$ cat src/rtl/pc_update_unit_pkg.sv
// Shared core constants and types for the next-PC selection logic.
//   XLEN             - datapath width in bits
//   INSTR_BYTES      - size of one instruction; sequential flow advances by this much
//   RESET_PC_DEFAULT - default address loaded into the registered PC on reset
//   pc_sel_e         - which candidate address the priority mux picks
package pc_update_unit_pkg;

  localparam int unsigned XLEN        = 32;
  localparam int unsigned INSTR_BYTES = 4;

  localparam logic [XLEN-1:0] RESET_PC_DEFAULT = 32'h0000_0000;

  typedef enum logic [1:0] {
    SelSeq,
    SelJalr,
    SelRel
  } pc_sel_e;

endpackage

$ cat src/rtl/pc_target_adder.sv
// Branch/jump target adder: base + offset, modulo 2^XLEN.
// The offset is a two's complement immediate, so a plain wrap-around add is exact.
//   base_i   - base address (pc or rs1)
//   offset_i - sign-extended byte offset
//   sum_o    - wrapped sum
module pc_target_adder
  import pc_update_unit_pkg::*;
(
  input  logic [XLEN-1:0] base_i,
  input  logic [XLEN-1:0] offset_i,
  output logic [XLEN-1:0] sum_o
);

  assign sum_o = base_i + offset_i;

endmodule

$ cat src/rtl/pc_update_unit.sv
// Next-program-counter selector for the single-cycle RV32I core.
// Picks the next fetch address from sequential flow, JAL, JALR and taken branches,
// and keeps a registered copy of that address.
//   clk, rst     - clock; synchronous active-high reset of pc_reg only
//   rs1_data     - JALR base
//   jump         - JAL or JALR
//   jalr_enable  - selects JALR when jump is set (ignored otherwise)
//   branch, zero - conditional branch and its taken flag
//   pc_address   - PC of the current instruction
//   imm          - sign-extended, pre-scaled byte offset
//   next_pc      - combinational next fetch address
//   pc_plus4     - link value for JAL/JALR
//   redirect     - control flow leaves the sequential path
//   misaligned   - next_pc is not word aligned (informational)
//   pc_reg       - next_pc captured on each rising edge
module pc_update_unit
  import pc_update_unit_pkg::*;
#(
  parameter logic [XLEN-1:0] RESET_PC = RESET_PC_DEFAULT
) (
  input  logic            clk,
  input  logic            rst,
  input  logic [XLEN-1:0] rs1_data,
  input  logic            jump,
  input  logic            jalr_enable,
  input  logic            branch,
  input  logic [XLEN-1:0] pc_address,
  input  logic [XLEN-1:0] imm,
  input  logic            zero,
  output logic [XLEN-1:0] next_pc,
  output logic [XLEN-1:0] pc_plus4,
  output logic            redirect,
  output logic            misaligned,
  output logic [XLEN-1:0] pc_reg
);

  localparam logic [XLEN-1:0] LsbMask = ~{{(XLEN-1){1'b0}}, 1'b1};

  logic [XLEN-1:0] jalr_sum;
  logic [XLEN-1:0] jalr_target;
  logic [XLEN-1:0] rel_target;
  logic [XLEN-1:0] pc_q;
  pc_sel_e         sel;

  pc_target_adder u_jalr_adder (
    .base_i   (rs1_data),
    .offset_i (imm),
    .sum_o    (jalr_sum)
  );

  pc_target_adder u_rel_adder (
    .base_i   (pc_address),
    .offset_i (imm),
    .sum_o    (rel_target)
  );

  // JALR drops bit 0 of the computed target; nothing else is realigned.
  assign jalr_target = jalr_sum & LsbMask;

  assign pc_plus4 = pc_address + XLEN'(INSTR_BYTES);

  // Priority: JALR, then JAL, then taken branch. jalr_enable alone selects nothing.
  always_comb begin
    sel = SelSeq;
    if (jump && jalr_enable) begin
      sel = SelJalr;
    end else if (jump) begin
      sel = SelRel;
    end else if (branch && zero) begin
      sel = SelRel;
    end
  end

  always_comb begin
    next_pc = pc_plus4;
    case (sel)
      SelJalr: next_pc = jalr_target;
      SelRel:  next_pc = rel_target;
      default: next_pc = pc_plus4;
    endcase
  end

  assign redirect   = jump | (branch & zero);
  assign misaligned = |next_pc[1:0];

  always_ff @(posedge clk) begin
    if (rst) begin
      pc_q <= RESET_PC;
    end else begin
      pc_q <= next_pc;
    end
  end

  assign pc_reg = pc_q;

endmodule

$ cat config.mk
export PLATFORM = sky130hd
export DESIGN_NAME = pc_update_unit
export DESIGN_NICKNAME = d
export VERILOG_FILES = /design/src/rtl/pc_update_unit_pkg.sv /design/src/rtl/pc_target_adder.sv /design/src/rtl/pc_update_unit.sv
export SDC_FILE = /design/constraint.sdc
export NUM_CORES = 1
export LEC_CHECK = 0
export ABC_AREA = 1
export BUFFER_PORTS_ARGS = -buffer_cell sky130_fd_sc_hd__buf_2
export CAP_MARGIN = 0
export CORE_MARGIN = 10
export CORE_UTILIZATION = 59
export DETAILED_ROUTE_END_ITERATION = 10
export GPL_ROUTABILITY_DRIVEN = 0
export GPL_TIMING_DRIVEN = 0
export PLACE_DENSITY = 0.89
export SLEW_MARGIN = 0
export SYNTH_ARGS = -nofsm -noshare
export SYNTH_HDL_FRONTEND = slang
export SYNTH_HIERARCHICAL = 1
export SYNTH_SLANG_ARGS = --single-unit
$ cat constraint.sdc
create_clock -name clk -period 3.26 [get_ports clk]
set_input_delay 0.489 -clock clk [delete_from_list [all_inputs] [get_ports clk]]
set_output_delay 0.489 -clock clk [all_outputs]
set_load 0.005 [all_outputs]
==> results, run 1 <==
- The run finished with clean final reports.
- The total area inside the core boundary comes to 12000 sq um.
- The power density of the placed cells is 285 nW/um^2.
- For this design, the CTS-stage hold fixing added 0 buffers.
- The endpoint of the worst hold path is pc_reg[4].
- The routed via count divided by cell count is 5.24.
- Total power for the finished layout comes to 2.46 mW.
- The netlist uses 35 different library cells.
- The CTS H-tree depth is 2.
- The TritonCTS buffer count is 5.
- Across the VDD grid, the largest voltage drop is 0.000206 V.
- Measured along the y axis, the die boundary spans 131 um.
- The async set-reset flop share out of synthesis is 0%.
- No sink is reached through more buffers than the 2 on the longest clock path.
- The DRC marker count from the first detailed-route iteration is 940.
- The most frequent standard cell in the layout excluding fill and tap cells is nand2_1.
- In this run the tool buffered the top-level ports with 199 buffer cells.
- In this run the worst path has a maximum fanout of 4.
- The share of final-layout standard cells stronger than drive strength 1 is 17.6%.
- Setup repair after global routing left no endpoint under its margin.
- The worst setup path is of the in -> out kind.
- At the pin with the least slew margin, the transition time is 0.649 ns.
- In this run the most critical hold path is launched from rst.
- The initialized floorplan defines 40 standard-cell rows.
- The net count of the mapped netlist is 1604.
- CTS saw 32 sinks.
- The synthesized design contains 0 enable-type register cells.
- By instance count, the cell type seen most on the critical path is nand2_1.
- The most common flop cell mapped by yosys is dfxtp_1.
- The first global-routing pass estimated 38900 um of wire.
- The final-report hold violation count came to 0.
- The layout overhead on the synthesized area is 18.9%.
- The floorplan step defined a die boundary enclosing 17200 sq um.
- Global routing used 28.2% of the available tracks.
- The total number of vias is 9396.
- Buffers added to address setup during post-CTS repair amount to 0.
- The type of the tightest min-delay check is in -> reg.
- For this run, the detailed router's first-pass iteration total came to 5.
- The required time at the worst-slack endpoint is 2.77 ns.
- Leaving out fill and tap cells, the most frequent cells in the layout are nand2_1, inv_1, buf_2.
- In the final design database the tool counted 1810 nets.
- The critical path startpoint category is an input port.
- After detailed routing, the total wire length is 25400 um.
- The worst pin sits at a relative slew slack of 56.7%.
- The time the worst path needs with I/O delays and setup is 3.10 ns.
- The width of the die is 131 um.
- The max-capacitance violation count is 0.
- CTS placed an instance of clkbuf_16 at the clock tree root.
- The clock slew at the register clock pins of the worst setup and hold paths is 0.05 ns.
- The count of unresolved DRC violations after routing is 0.
- TritonCTS built the clock tree.
- The slowest stage of the critical path is the fa_2 cell.
- The residual antenna-violating net count after detailed routing is 0.
- STA classifies the critical path endpoint as an output pin.
- The number of stages on the worst hold path is 2.
- The delay of the slowest cell on the worst path is 0.41 ns.
- Synthesis produced a netlist whose cell count is 1437.
- The worst path uses 95.1% of the clock period.
- The count of boundary I/O pins is 200.
- The via count of the first global-routing pass is 8364.
- The sequential element share of the synthesized area is 8.82%.
- The total negative slack is 0 ns.
- After synthesis, the mean cell area works out to 5.06 sq um.
- The worst path arrival time is 2.61 ns.
- The initial antenna violation count is 1.
- The worst hold slack is 0.462 ns.
- For this run the aggregate overflow at the end of global routing stands at 0.
- The flip-flop count of the largest register after layout is 32.
- Once the floorplan was initialized, standard cells occupied 60.5% of the core.
- The wire-length estimate of the detail-placed layout is 22100 um.
- The flip-flop and latch count after synthesis is 32.
- Setup violations remaining at the end of the flow were counted as 0.
- The mapped netlist covers 7260 sq um.
- For this design the static power due to leakage is 5.69 nW.
- The maximum operating frequency is 322 MHz.
- Entering global routing, the biggest net connects 11 pins.
- The max-slew violation count is 0.
- The total of warnings raised by yosys is 6.
- In this run, post-CTS repair resized a total of 0 instances.
- Walking the worst path, the cells encountered are buf_2, ha_1, fa_2, nand3_1, nand3_2, nand2_1, nand2_2, nand2_1, nand2_2, nand2_1, nand2_1, nand2_1, nand2_1, nand2_1, nand3_1, nand2_1, inv_1, buf_2.
- Dividing the detail-routed wire length by the instance count gives 14.2 um.
==> cells in the mapped netlist (2+ instances only) <==
master	n	area share (%)
nor2_1	132	6.8
clkbuf_1	9	0.47
fa_1	2	0.55
dfxtp_1	32	8.8
a21oi_2	2	0.24
nor2_2	10	0.86
a21o_1	2	0.21
nand3_2	9	1.2
nand3_1	91	6.3
nand2_2	33	2.8
nand2_1	611	32
a21oi_1	46	3.2
and2_1	3	0.26
inv_2	8	0.41
buf_2	3	0.21
o21ai_1	8	0.55
nand4_1	8	0.69
xnor2_1	8	0.96
a22oi_1	10	1.0
nor3_2	4	0.55
xor2_1	31	3.7
nor2_4	5	0.78
or2_4	2	0.24
nor3_1	6	0.41
inv_1	279	14
ha_1	63	11
o21bai_1	4	0.41
o21ai_0	7	0.48
buf_4	2	0.21
a221oi_1	2	0.24
==> per-stage QoR <==
step	cell area [sq um]	util, %	cells	setup WS [ns]
after detailed placement	8440	70.3	1783	0.141
after floorplan	7260	-	1437	0.728
final	8640	71.9	1792	0.158
after global placement	8440	70.3	1783	0.180
after CTS	8630	71.8	1791	0.117
after global routing	8640	71.9	1792	0.0375
==> logic make-up (layout without fill, tap and decap cells) <==
group	after synthesis	in the layout	synth area share, %
compound gates	82	82	6.44
xor+xnor	39	39	4.70
fa+ha+maj	65	65	11.4
buf+inv	302	509	15.8
flops	32	32	8.82
other cells	0	1	0
simple gates	917	917	52.9
==> power breakdown <==
group | switching, mW | internal, mW | leakage (nW)
logic | 0.922 | 0.528 | 5.33
clock network | 0.167 | 0.402 | 0.0901
registers | 0.00816 | 0.436 | 0.267
==> cell type report <==
type / instances / area (sq um)
Clock buffer: 7 / 153
Buffer: 15 / 67.6
Tap cell: 147 / 184
Timing Repair Buffer: 199 / 996
Multi-Input combinational cell: 1103 / 5490
Fill cell: 1127 / 3370
Antenna cell: 1 / 2.50
Inverter: 287 / 1080
Sequential cell: 32 / 641
Clock inverter: 1 / 30.0
==> metal layers <==
layer,up-vias,wire (um),track usage [%]
li1,4756,-,-
met1,4084,10200,35.3
met2,496,11600,48.7
met3,60,2820,2.82
met4,0,798,10.9
met5,-,0,0
==> how the worst max path moves through the flow <==
| stage | startpoint | endpoint | slack, ns | depth (start not counted) |
|---|---|---|---|---|
| 2_1_floorplan | pc_address[0] | next_pc[28] | 0.73 | 16 |
| 3_3_place_gp | imm[0] | next_pc[20] | 0.18 | 18 |
| 3_5_place_dp | pc_address[0] | next_pc[20] | 0.14 | 18 |
| 4_1_cts | pc_address[0] | next_pc[20] | 0.12 | 18 |
| 5_1_grt | imm[0] | next_pc[20] | 0.04 | 18 |
| 6_report | pc_address[0] | next_pc[20] | 0.16 | 18 |
==> critical path: cells and delay by family <==
kind,cells,cell delay [ns]
simple gates,13,1.15
fa+ha+maj,2,0.65
buf+inv,3,0.31
Power figures use the tool's default switching activity.
==> run 2, diff against run 1 <==
- CORE_UTILIZATION: 59 -> 55
- PLACE_DENSITY: 0.89 -> 0.83
- clock period: 3.26 -> 3.34 ns (I/O delays scaled with it)
==> run 2 against run 1 <==
Setup slack got worse by 0.0077 ns. Via count fell by 2.1%. Sequential share of layout area barely moved. Global-route usage fell by 1.5 points. Non-clock buffer count did not move. Combinational power fell by 3%. Critical endpoint unchanged. Highest routed layer unchanged.
==> results, run 2 (synthesized netlist as in run 1, its figures left out) <==
- The global-route wire length before repair is 39700 um (was 38900 um).
- The total instance count after detailed placement is 1808 (was 1783).
- The type of the tightest min-delay check was in -> reg (unchanged).
- The most frequent cell on the critical path is nand2_1 (unchanged).
- The total global routing track utilization is 26.7% (was 28.2%).
- The routed design could run at a clock period as short as 3.19 ns.
- The total of endpoints with negative setup slack in the final report is 0 (unchanged).
- The number of standard-cell rows in the floorplan is 41 (was 40).
- The minimum setup slack after placement came to 0.176 ns (was 0.141 ns).
- The share of final-layout standard cells stronger than drive strength 1 is 17.5% (was 17.6%).
- The full die area was 18200 sq um (was 17200 sq um).
- The initial antenna violation count came to 0 (was 1).
- The number of detailed-route iterations in the first pass is 5 (unchanged).
- The type of the worst setup path is in -> out (unchanged).
- The via count of the first global-routing pass is 8357 (was 8364).
- The clock slew at the register clock pins of the worst setup and hold paths is 0.05 ns (about the same).
- The most frequent standard cell in the layout excluding fill and tap cells is nand2_1 (unchanged).
- The count of boundary I/O pins is 200 (unchanged).
- The required time at the worst-slack endpoint was 2.84 ns (was 2.77 ns).
- The overflow left after global routing is 0 (unchanged).
- The TritonCTS clock tree is done (unchanged).
- The worst hold slack is 0.474 ns (was 0.462 ns).
- The worst path arrival time is 2.69 ns (was 2.61 ns).
- The slowest stage cell on the critical path is fa_1 (was fa_2).
- The delay of the slowest cell on the worst path was 0.47 ns (was 0.41 ns).
- The number of diodes added for antenna fixing is 0 (was 1).
- The max-slew violation count is 0 (unchanged).
- The critical path startpoint category is an input port (unchanged).
- The number of standard cells in the final layout excluding fillers came to 1816 (was 1792).
- The residual antenna-violating net count after detailed routing was 0 (unchanged).
- The maximum vdd ir drop is 0.000177 V (was 0.000206 V).
- The sum of net half-perimeters after detailed placement is 22500 um (was 22100 um).
- The kind of capture point of the worst setup path is an output pin (unchanged).
- The width of the die is 135 um (was 131 um).
- The cell at the root of the clock tree is clkbuf_16 (unchanged).
- The max-capacitance violation count is 0 (unchanged).
- The TritonCTS buffer count is 5 (unchanged).
- The flip-flop count of the largest register after layout came to 32 (unchanged).
- The static leakage is 5.68 nW (was 5.69 nW).
- The total number of vias is 9203 (was 9396).
- The core region area is 12800 sq um (was 12000 sq um).
- Based on the critical path, the design can be clocked at up to 314 MHz.
- The DRC marker count from the first detailed-route iteration is 813 (was 940).
- The effective utilization at floorplan is 56.9% (was 60.5%).
- The CTS H-tree depth is 2 (unchanged).
- The transition time at the pin with the least slew margin is 0.647 ns (was 0.649 ns).
- The height of the die was 135 um (was 131 um).
- The number of buffers added on ports is 199 (unchanged).
- The maximum number of pins on one net before global-route repair is 11 (unchanged).
- The share of the clock period used by the worst path is 95.5%.
- Most frequent cells in the layout: nand2_1, inv_1, buf_2 (unchanged).
- The largest fanout on the critical path is 4 (unchanged).
- The routed via count divided by cell count was 5.07 (was 5.24).
- Series of cell instances along the critical path: buf_2, ha_1, fa_1, nand3_1, nand3_2, nand2_1, nand2_2, nand2_1, nand2_2, nand2_1, nand2_1, nand2_1, nand2_1, nand2_1, nand3_1, nand2_1, inv_1, buf_2 (was buf_2, ha_1, fa_2, nand3_1, nand3_2, nand2_1, nand2_2, nand2_1, nand2_2, nand2_1, nand2_1, nand2_1, nand2_1, nand2_1, nand3_1, nand2_1, inv_1, buf_2).
- The maximum root-to-sink buffer count came to 2 (unchanged).
- Result of the run: finished, final reports clean (unchanged).
- The post-layout worst setup margin is 0.150 ns (was 0.158 ns).
- The power density of the placed cells came to 265 nW/um^2 (was 285 nW/um^2).
- The count of unresolved DRC violations after routing is 0 (unchanged).
- The wire length per cell after detailed routing was 14.0 um (was 14.2 um).
- The wire length after detailed routing is 25400 um (about the same).
- The total power is 2.29 mW (was 2.46 mW).
- The total negative slack was 0 ns (unchanged).
- The clock sink count is 32 (unchanged).
- The tightest slew margin relative to the limit is 56.9% (was 56.7%).
- The final-report hold violation count is 0 (unchanged).
- The number of nets in the finished design came to 1810 (unchanged).
- Unrepaired setup endpoints after global routing: false (unchanged).
- The layout overhead on the synthesized area is 18.8% (was 18.9%).
-- run 2: power breakdown --
group / internal (mW) / total (mW) / switching (mW)
clock network: 0.293 / 0.445 / 0.153
logic: 0.514 / 1.41 / 0.893
registers: 0.426 / 0.434 / 0.00765
-- run 2: worst max-delay path, delay by kind of cell --
family | cells | cell delay, ns
buffers and inverters | 3 | 0.29
adder cells (fa/ha/maj) | 2 | 0.71
AND/OR/NAND/NOR | 13 | 1.17
-- run 2: final cells by class --
cell class,instances,area (sq um)
sequential,32,641
clock inverter,2,10.0
tap,172,215
clock buffer,6,139
fill,1262,4150
buffer,15,67.6
multi-input combinational,1103,5480
inverter,287,1080
timing repair buffer,199,996
-- run 2: repair_timing --
item	CTS	global route
gates resized for setup	0	1
buffers inserted	0	0
endpoints found under the setup margin	0	1
hold buffers	0	0
-- run 2: per-layer routing --
metal  routed length, um  track usage, %
met5                   0               0
met1               10500            33.9
met4                 660            9.13
met2               11400            44.9
met3                2800            3.82
-- run 2: stage by stage --
stage / cell area, sq um / utilization (%)
floorplan: 7260 / -
global placement: 8480 / 66.4
detailed placement: 8480 / 66.4
CTS: 8620 / 67.5
global route: 8630 / 67.5
finish: 8630 / 67.5
-- run 2: final timing paths --
path                     startpoint          end  depth (start not counted)
worst max-delay path  pc_address[0]  next_pc[20]                         18
worst min-delay path            rst    pc_reg[4]                          2
==> run 3, diff against run 2 <==
- SETUP_SLACK_MARGIN: not set -> 0.5
==> run 3 against run 2 <==
Flip-flop and latch count unchanged. Die area stayed put. Total power grew 14%. Clock-buffer cell count stayed put. Maximum frequency is 6.3% higher. Global-route usage is 0.72 points higher. Critical path depth is 6 lower. Critical path type unchanged. Largest cell class unchanged.
==> results, run 3 (synthesized netlist as in run 1, its figures left out) <==
- Result of the run: finished, final reports clean (unchanged).
- The number of standard cells in the final layout excluding fillers was 1832 (was 1816).
- The layout overhead on the synthesized area was 33.4% (was 18.8%).
- The static leakage is 5.82 nW (was 5.68 nW).
- The number of diodes added for antenna fixing is 0 (unchanged).
- The share of the clock period used by the worst path is 89.8% (was 95.5%).
- The routed via count divided by cell count is 5.49 (was 5.07).
- The CTS H-tree depth came to 2 (unchanged).
- The effective utilization at floorplan was 56.9% (unchanged).
- The wire length after detailed routing is 29800 um (was 25400 um).
- Unrepaired setup endpoints after global routing: true (was false).
- The total of endpoints with negative setup slack in the final report was 0 (unchanged).
- The clock sink count is 32 (unchanged).
- The core region area is 12800 sq um (unchanged).
- The number of detailed-route iterations in the first pass is 8 (was 5).
- The maximum number of pins on one net before global-route repair is 11 (unchanged).
- The number of buffers added on ports came to 199 (unchanged).
- The via count of the first global-routing pass is 8555 (was 8357).
- The transition time at the pin with the least slew margin is 0.690 ns (was 0.647 ns).
- The maximum operating frequency is 333 MHz (was 314 MHz).
- The residual antenna-violating net count after detailed routing is 0 (unchanged).
- The global-route wire length before repair came to 40700 um (was 39700 um).
- The kind of capture point of the worst setup path is an output pin (unchanged).
- The filler cell count in the final layout was 999 (was 1262).
- The DRC marker count from the first detailed-route iteration came to 1191 (was 813).
- The most frequent standard cell in the layout excluding fill and tap cells is nand2_1 (unchanged).
- Series of cell instances along the critical path: buf_2, ha_4, nand2_2, buf_4, buf_4, nor3_2, nand3_1, nand4_1, nand2_1, a22oi_2, nand2_1, buf_2 (was buf_2, ha_1, fa_1, nand3_1, nand3_2, nand2_1, nand2_2, nand2_1, nand2_2, nand2_1, nand2_1, nand2_1, nand2_1, nand2_1, nand3_1, nand2_1, inv_1, buf_2).
- The number of nets in the finished design is 1826 (was 1810).
- The count of boundary I/O pins is 200 (unchanged).
- The TritonCTS buffer count came to 5 (unchanged).
- The fraction of the core area covered by cells at the end of the flow is 75.9% (was 67.5%).
- The initial antenna violation count was 0 (unchanged).
- The maximum vdd ir drop is 0.000173 V (was 0.000177 V).
- The power density of the placed cells is 268 nW/um^2 (was 265 nW/um^2).
- The final-report hold violation count came to 0 (unchanged).
- The height of the die is 135 um (unchanged).
- The wire length per cell after detailed routing is 16.3 um (was 14.0 um).
- The total negative slack is 0 ns (unchanged).
- The total of hold buffers inserted after clock tree synthesis was 0 (unchanged).
- The tightest slew margin relative to the limit came to 54.0% (was 56.9%).
- The count of unresolved DRC violations after routing is 0 (unchanged).
- The max-capacitance violation count is 0 (unchanged).
- The time the worst path needs with I/O delays and setup is 3.00 ns (was 3.19 ns).
- The overflow left after global routing came to 0 (unchanged).
- The cell at the root of the clock tree is clkbuf_16 (unchanged).
- The max-slew violation count was 0 (unchanged).
- The type of the tightest min-delay check is in -> reg (unchanged).
- The number of standard-cell rows in the floorplan is 41 (unchanged).
- The worst path arrival time is 2.50 ns (was 2.69 ns).
- The largest fanout on the critical path is 4 (unchanged).
- The total instance count after detailed placement is 1808 (unchanged).
- The total number of vias is 10100 (was 9203).
- The total global routing track utilization is 27.4% (was 26.7%).
- The width of the die is 135 um (unchanged).
- Most frequent cells in the layout: nand2_1, inv_1, buf_2 (unchanged).
- The number of stages on the worst hold path is 2 (unchanged).
- The flip-flop count of the largest register after layout is 32 (unchanged).
- The critical path startpoint category is an input port (unchanged).
- The multi-input logic area is 6400 sq um (was 5480 sq um).
- The delay of the slowest cell on the worst path was 0.32 ns (was 0.47 ns).
- The slowest stage cell on the critical path is ha_4 (was fa_1).
- The total area of sequential cells is 641 sq um (unchanged).
- The full die area is 18200 sq um (unchanged).
- The TritonCTS clock tree is done (unchanged).
- The clock slew at the register clock pins of the worst setup and hold paths came to 0.05 ns (about the same).
- The sum of net half-perimeters after detailed placement was 22500 um (unchanged).
- The required time at the worst-slack endpoint is 2.84 ns (about the same).
- The type of the worst setup path is in -> out (unchanged).
- The maximum root-to-sink buffer count is 2 (unchanged).
- The share of final-layout standard cells stronger than drive strength 1 is 28.1% (was 17.5%).
[run 3: metrics by stage]
step                      hold slack (ns)  instance area, sq um  setup slack [ns]  total power, mW
final                               0.475                  9690             0.339             2.60
after global routing                0.494                  9690             0.299             2.77
after CTS                           0.474                  8840             0.435             2.31
after detailed placement            0.762                  8480             0.176             1.82
after global placement              0.768                  8480             0.204             1.80
after floorplan                     0.570                  7260             0.784             1.34
[run 3: worst paths after layout]
check,from,to,slack (ns)
min,rst,pc_reg[4],0.48
max,imm[9],next_pc[24],0.34
[run 3: cell type report]
type	count	share of cell area, %
buffer	15	0.697
clock buffer	6	1.43
clock inverter	2	0.103
inverter	287	11.1
multi-input combinational	1103	66.0
sequential	32	6.61
tap	172	2.22
timing repair buffer	215	11.8
[run 3: critical path: cells and delay by family]
kind                       cells  cell delay [ns]
AOI/OAI and AO/OA              1             0.30
adders and majority gates      1             0.32
and+or+nand+nor                6             0.80
buffers and inverters          4             0.59
[run 3: what timing repair did]
item	in CTS	in global routing
setup buffers	7	9
endpoints found under the setup margin	13	25
gates resized for setup	37	170
pin swaps	15	29
[run 3: power by group]
group | internal (mW) | switching [mW] | total [mW] | leakage (nW)
sequential | 0.426 | 0.00766 | 0.434 | 0.267
clock | 0.293 | 0.156 | 0.449 | 0.0766
combinational | 0.657 | 1.06 | 1.71 | 5.48
[run 3: routing by layer]
metal | up-vias | track usage (%) | wire [um]
li1 | 4790 | - | -
met1 | 4429 | 34.2 | 10900
met2 | 692 | 46.6 | 13600
met3 | 139 | 3.97 | 3630
met4 | 0 | 9.92 | 1590
met5 | - | 0 | 0
